<file path="config.mk">
export PLATFORM = sky130hd
export DESIGN_NAME = frame_scheduler_flat
export DESIGN_NICKNAME = d
export VERILOG_FILES = /design/src/rtl/frame_scheduler_if.sv /design/src/rtl/frame_scheduler.sv /design/src/flat_wrapper.sv
export SDC_FILE = /design/constraint.sdc
export NUM_CORES = 1
export LEC_CHECK = 0
export BUFFER_PORTS_ARGS = -buffer_cell sky130_fd_sc_hd__buf_2
export CAP_MARGIN = 5
export CELL_PAD_IN_SITES_DETAIL_PLACEMENT = 0
export CELL_PAD_IN_SITES_GLOBAL_PLACEMENT = 1
export CORE_AREA = 2 2 71 106
export DETAILED_ROUTE_END_ITERATION = 16
export DIE_AREA = 0 0 73 108
export PLACE_DENSITY = 0.69
export SETUP_SLACK_MARGIN = 0.4
export SLEW_MARGIN = 10
export SYNTH_ARGS = -nofsm -noshare
export SYNTH_HDL_FRONTEND = slang
export SYNTH_SLANG_ARGS = --single-unit
export TNS_END_PERCENT = 10
</file>
<file path="constraint.sdc">
create_clock -name clk -period 2.9 [get_ports clk]
set_input_delay 0 -clock clk [delete_from_list [all_inputs] [get_ports clk]]
set_output_delay 0 -clock clk [all_outputs]
set_load 0.005 [all_outputs]
</file>
<file path="src/rtl/frame_scheduler_if.sv">
// rtl/frame_scheduler_if.sv - frame timing and pixel-pair address bus between scheduler and BMP writer
interface frame_scheduler_if #(
    parameter int IMAGE_WIDTH  = 768,
    parameter int IMAGE_HEIGHT = 512
);
    localparam int RW = (IMAGE_HEIGHT > 1) ? $clog2(IMAGE_HEIGHT) : 1;
    localparam int CW = (IMAGE_WIDTH > 2) ? $clog2(IMAGE_WIDTH / 2) : 1;
    localparam int AW = $clog2(IMAGE_WIDTH * IMAGE_HEIGHT);

    logic          start;
    logic          stall;
    logic          vertical_Pulse;
    logic          horizontal_Pulse;
    logic [RW-1:0] row_Index;
    logic [CW-1:0] col_Index;
    logic [AW-1:0] pixel_Address;
    logic          busy;
    logic          frame_Done;

    modport master (
        input  start, stall,
        output vertical_Pulse, horizontal_Pulse, row_Index, col_Index,
               pixel_Address, busy, frame_Done
    );

    modport slave (
        output start, stall,
        input  vertical_Pulse, horizontal_Pulse, row_Index, col_Index,
               pixel_Address, busy, frame_Done
    );
endinterface

</file>
<file path="src/rtl/frame_scheduler.sv">
// rtl/frame_scheduler.sv - frame timing FSM strobing one pixel pair per cycle into the BMP writer
module frame_scheduler #(
    parameter int IMAGE_WIDTH    = 768,
    parameter int IMAGE_HEIGHT   = 512,
    parameter int START_UP_DELAY = 100,
    parameter int HSYNC_DELAY    = 160
) (
    input  logic clk,
    input  logic reset,
    frame_scheduler_if.master bus
);
    localparam int RW = (IMAGE_HEIGHT > 1) ? $clog2(IMAGE_HEIGHT) : 1;
    localparam int CW = (IMAGE_WIDTH > 2) ? $clog2(IMAGE_WIDTH / 2) : 1;
    localparam int AW = $clog2(IMAGE_WIDTH * IMAGE_HEIGHT);
    localparam int MAX_DELAY = (START_UP_DELAY > HSYNC_DELAY) ? START_UP_DELAY : HSYNC_DELAY;
    localparam int DW = $clog2(MAX_DELAY + 1);

    localparam logic [DW-1:0] VSYNC_LAST = DW'(START_UP_DELAY - 1);
    localparam logic [DW-1:0] HSYNC_LAST = DW'(HSYNC_DELAY - 1);
    localparam logic [RW-1:0] ROW_LAST   = RW'(IMAGE_HEIGHT - 1);
    localparam logic [CW-1:0] COL_LAST   = CW'(IMAGE_WIDTH / 2 - 1);

    typedef enum logic [2:0] {IDLE, VSYNC, HSYNC, DATA, DONE} state_t;

    state_t        state_q, state_d;
    logic [DW-1:0] cnt_q, cnt_d;
    logic [RW-1:0] row_q, row_d;
    logic [CW-1:0] col_q, col_d;
    logic [AW-1:0] addr_q, addr_d;
    logic          vpulse_q, vpulse_d;
    logic          busy_q, busy_d;
    logic          done_q, done_d;
    logic          fire;

    assign fire = (state_q == DATA) && !bus.stall;

    always_comb begin
        state_d = state_q;
        cnt_d   = cnt_q;
        row_d   = row_q;
        col_d   = col_q;
        addr_d  = addr_q;
        case (state_q)
            IDLE: begin
                if (bus.start) begin
                    state_d = VSYNC;
                    cnt_d   = '0;
                end
            end
            VSYNC: begin
                if (cnt_q == VSYNC_LAST) begin
                    state_d = HSYNC;
                    cnt_d   = '0;
                end else begin
                    cnt_d = cnt_q + DW'(1);
                end
            end
            HSYNC: begin
                if (cnt_q == HSYNC_LAST) begin
                    state_d = DATA;
                    cnt_d   = '0;
                end else begin
                    cnt_d = cnt_q + DW'(1);
                end
            end
            DATA: begin
                // Pairs are contiguous across line ends, so the address simply steps by 2
                if (fire) begin
                    if (col_q == COL_LAST) begin
                        col_d = '0;
                        if (row_q == ROW_LAST) begin
                            state_d = DONE;
                        end else begin
                            row_d   = row_q + RW'(1);
                            addr_d  = addr_q + AW'(2);
                            state_d = HSYNC;
                        end
                    end else begin
                        col_d  = col_q + CW'(1);
                        addr_d = addr_q + AW'(2);
                    end
                end
            end
            DONE: begin
                row_d   = '0;
                col_d   = '0;
                addr_d  = '0;
                state_d = IDLE;
            end
            default: state_d = IDLE;
        endcase
        vpulse_d = (state_d == VSYNC);
        busy_d   = (state_d != IDLE);
        done_d   = (state_d == DONE);
    end

    always_ff @(posedge clk or posedge reset) begin
        if (reset) begin
            state_q  <= IDLE;
            cnt_q    <= '0;
            row_q    <= '0;
            col_q    <= '0;
            addr_q   <= '0;
            vpulse_q <= 1'b0;
            busy_q   <= 1'b0;
            done_q   <= 1'b0;
        end else begin
            state_q  <= state_d;
            cnt_q    <= cnt_d;
            row_q    <= row_d;
            col_q    <= col_d;
            addr_q   <= addr_d;
            vpulse_q <= vpulse_d;
            busy_q   <= busy_d;
            done_q   <= done_d;
        end
    end

    assign bus.horizontal_Pulse = fire;
    assign bus.vertical_Pulse   = vpulse_q;
    assign bus.row_Index        = row_q;
    assign bus.col_Index        = col_q;
    assign bus.pixel_Address    = addr_q;
    assign bus.busy             = busy_q;
    assign bus.frame_Done       = done_q;
endmodule

</file>
<file path="src/flat_wrapper.sv">
// flat-port wrapper written by rule: the top's interface ports become plain ports
module frame_scheduler_flat 
#(
    parameter int IMAGE_WIDTH    = 768,
    parameter int IMAGE_HEIGHT   = 512,
    parameter int START_UP_DELAY = 100,
    parameter int HSYNC_DELAY    = 160
)
  (clk, reset, bus_start, bus_stall, bus_vertical_Pulse, bus_horizontal_Pulse, bus_row_Index, bus_col_Index, bus_pixel_Address, bus_busy, bus_frame_Done);
  frame_scheduler_if #(.IMAGE_WIDTH(IMAGE_WIDTH), .IMAGE_HEIGHT(IMAGE_HEIGHT)) bus_i ();
  input  logic clk;
  input  logic reset;
  input wire logic [$bits(bus_i.start)-1:0] bus_start;
  input wire logic [$bits(bus_i.stall)-1:0] bus_stall;
  output wire logic [$bits(bus_i.vertical_Pulse)-1:0] bus_vertical_Pulse;
  output wire logic [$bits(bus_i.horizontal_Pulse)-1:0] bus_horizontal_Pulse;
  output wire logic [$bits(bus_i.row_Index)-1:0] bus_row_Index;
  output wire logic [$bits(bus_i.col_Index)-1:0] bus_col_Index;
  output wire logic [$bits(bus_i.pixel_Address)-1:0] bus_pixel_Address;
  output wire logic [$bits(bus_i.busy)-1:0] bus_busy;
  output wire logic [$bits(bus_i.frame_Done)-1:0] bus_frame_Done;
  assign bus_i.start = bus_start;
  assign bus_i.stall = bus_stall;
  assign bus_vertical_Pulse = bus_i.vertical_Pulse;
  assign bus_horizontal_Pulse = bus_i.horizontal_Pulse;
  assign bus_row_Index = bus_i.row_Index;
  assign bus_col_Index = bus_i.col_Index;
  assign bus_pixel_Address = bus_i.pixel_Address;
  assign bus_busy = bus_i.busy;
  assign bus_frame_Done = bus_i.frame_Done;
  frame_scheduler #(.IMAGE_WIDTH(IMAGE_WIDTH), .IMAGE_HEIGHT(IMAGE_HEIGHT), .START_UP_DELAY(START_UP_DELAY), .HSYNC_DELAY(HSYNC_DELAY)) u_core (.clk(clk), .reset(reset), .bus(bus_i));
endmodule
</file>
==> flow_summary.ini <==
[min_path]
min_from = bus_start
min_to = u_core.bus.vertical_Pulse$_DFF_PP0_
hold_depth = 3
hold_path_class = input port to flip-flop

[placed_design]
port_buffers = 43
dp.cells = 402
post-dp-hpwl_um = 4690
placed_area_um2 = 2990
finalWeightedCongestion = 0.812

[synthesis]
synth_top_area_share_pct = 46.1
synth_fa_ha_area_share_pct = 2.30
synth_cell_types = 51
synth_top_cell_by_area = dfrtp_1
synthSimpleGateAreaFrac_pct = 25.4
synth_area_leaders = dfrtp_1, nand2_1, a21oi_1
synth_most_common_cell = dfrtp_1
synth_area_um2 = 2720
yosysWarnings = 0
synth_top_family_by_area = simple AND/OR/NAND/NOR gates
synth_mux_area_share_pct = 3.36
yosys_most_used_dff = dfrtp_1
yosys-top-cells-count = dfrtp_1, nand2_1, a21oi_1
synth-seq-cells = 50
ys_seq_area_share_pct = 46.1
syn_area_per_cell_um2 = 9.33
synth_edf_count = 0
postSynthCellCount = 291
synth-xor-area-share_pct = 2.90
synth_compound_area_share_pct = 15.6
synth_fp_nets = 300
synth-async-reset-ratio_pct = 100

[global_route]
first_global_vias = 2296
track_usage_pct = 17.1
antenna_found_initial = 0
grt_start_max_net_pins = 38
grt_pass1_wl_um = 10700
grt_remaining_overflow = 0

[timing]
fin_tns_setup_ns = 0
final-hold-violation-count = 0
maxSlewHeadroom_pct = 47.4
tightest_slew_ns = 0.788
fin_crit_sh_pct = 78.4
min_period_ns = 2.27
report.final.slew_viol_count = 0
fmax_mhz = 440
setup_violations = 0
rsz0062_at_grt = no
skew_ns = 0.00816

[finish]
multi_input_area_um2 = 1360
insertedDiodeCount = 0
area_growth_pct = 14.5
regArea_um2 = 1250
drive_above_1_share_pct = 19.8
num-fill-cells = 711
fin_area_um2 = 3110
final_cells = 411
num-nets-final = 341

[clock_tree]
cts_max_path_buffers = 2
postCtsSetupBuffers = 0
clock_latency_ns = 0.31
cts_tree = built
h-tree-depth = 2
clkTransAtPathRegs_ns = 0.10
cts_made_buffers = 5
clock-sinks = 50
clk_root_buffer_cell = clkbuf_8

[worst_setup_path]
crit_type = flip-flop to flip-flop
worstPathRequired_ns = 3.14
max_stage_delay_ns = 0.52
reg2reg_setup_slack_ns = 0.63
crit_path_frequent_cell = and3_1
r2r_end = u_core.bus.pixel_Address[11]$_DFFE_PP0P_
crit_path_start_kind = flip-flop
cp_max_fo = 15
slowest_stage = or4_1
crit_chain = and3_1 > and3_1 > and3_1 > ha_1 > a31o_2 > or4_1 > a21oi_1
end_kind = flip-flop
cp.arrival_ns = 2.52
rr_startpoint = u_core.bus.row_Index[3]$_DFFE_PP0P_
reg2reg_depth = 7

[routing]
drt_wl_total_um = 6460
wl_per_cell_um = 15.7
routed-via-count = 2353
viasPerCell = 5.73
drt-initial-drc-count = 65
firstDrtPassIters = 4
drc = 0
ant_nets = 0

[floorplanning]
core.rowCount = 37
ios = 45
die_area_um2 = 7880
die_w_um = 73
start_util_pct = 39.4
die_h_um = 108
core-area_um2 = 6900

[outcome]
status = finished clean

[power]
p_total_mw = 1.72
vdd_drop_max_mv = 0.312
p_per_area_nw_per_um2 = 553
p_leak_nw = 1.42

[flow_run]
max_cap_violations = 0
==> worst max-delay path by stage <==
stage,cells past startpoint,slack [ns],from,to
4_1_cts,8,0.60,u_core.bus.row_Index[3]$_DFFE_PP0P_,u_core.bus.row_Index[5]$_DFFE_PP0P_
5_1_grt,7,0.48,u_core.bus.row_Index[3]$_DFFE_PP0P_,u_core.bus.pixel_Address[11]$_DFFE_PP0P_
3_5_place_dp,8,0.63,u_core.bus.row_Index[4]$_DFFE_PP0P_,u_core.bus.row_Index[5]$_DFFE_PP0P_
2_1_floorplan,7,0.77,u_core.bus.row_Index[4]$_DFFE_PP0P_,u_core.bus.pixel_Address[15]$_DFFE_PP0P_
3_3_place_gp,7,0.67,u_core.bus.row_Index[4]$_DFFE_PP0P_,u_core.bus.pixel_Address[11]$_DFFE_PP0P_
6_report,7,0.63,u_core.bus.row_Index[3]$_DFFE_PP0P_,u_core.bus.pixel_Address[11]$_DFFE_PP0P_
==> worst max-delay path: cells and delay by family (launching register included) <==
kind                       cells  cell delay (ns)
and+or+nand+nor                4             1.10
DFF                            1             0.42
AOI/OAI and AO/OA              2             0.45
adders and majority gates      1             0.22
==> cells in the final DEF, fill, tap and decap left out, drive strengths merged, types with 2 or more instances in the layout <==
master / n
dfrtp: 50
buf: 47
nand2: 31
a21oi: 17
o21ai: 15
nand3: 15
nor2: 15
nor3: 13
inv: 13
nand4: 9
or3: 9
mux2i: 8
nor4: 8
xnor2: 6
clkbuf: 6
and4: 5
and3: 5
o31ai: 5
ha: 5
and2: 4
or4: 4
a31oi: 4
a31o: 3
nand2b: 3
o31a: 3
xor2: 3
o21a: 3
and4b: 2
o311ai: 2
==> where the power goes <==
group,switching (mW),internal [mW]
sequential,0.133,0.788
clock,0.253,0.197
combinational,0.185,0.165
==> routing by layer <==
layer  vias up  share of wire (%)  track usage, %
met2        35                 53            31.4
li1       1158                  -               -
met4         0                1.5            6.08
met3         7                2.2            2.61
met5         -                  0               0
met1      1153                 43            19.6
==> final cells by class <==
cell class	instances	area share, %
Sequential cell	50	40.2
Clock inverter	2	0.523
Tap cell	78	3.14
Inverter	12	1.45
Multi-Input combinational cell	215	43.8
Clock buffer	6	2.66
Timing Repair Buffer	48	8.21
==> cell families (layout without fill, tap and decap cells) <==
| group | Yosys count | count (layout) |
|---|---|---|
| AOI/OAI and AO/OA | 63 | 63 |
| xor gates and xnor gates | 9 | 9 |
| buffers and inverters | 26 | 68 |
| muxes | 9 | 9 |
| adders and majority gates | 5 | 5 |
| DFF | 50 | 50 |
| other | 1 | 1 |
| and+or+nand+nor | 128 | 128 |
==> repair_timing <==
item                                   CTS  global route
endpoints found under the hold margin   36             0
gates resized for setup                  0             1
setup endpoints to repair                0             4
hold buffers                             1             0
==> registers in the layout, indices dropped and copies added (netlist names) <==
| name | count |
|---|---|
| u_core.bus.pixel_Address | 18 |
| u_core.bus.col_Index | 9 |
| u_core.bus.row_Index | 9 |
| u_core.cnt_q | 8 |
| u_core.state_q | 3 |
| u_core.bus.busy | 1 |
| u_core.bus.frame_Done | 1 |
| u_core.bus.vertical_Pulse | 1 |
==> metrics by stage <==
step                hold slack (ns)  setup WS, ns  util (%)
floorplan                     0.216         0.775         -
global route                 0.0819         0.485      45.1
finish                       0.0579         0.627      45.1
CTS                          0.0477         0.602      45.0
detailed placement            0.197         0.635      43.4
global placement              0.203         0.669      43.4
Note: power is estimated with default switching activity, not from simulation.
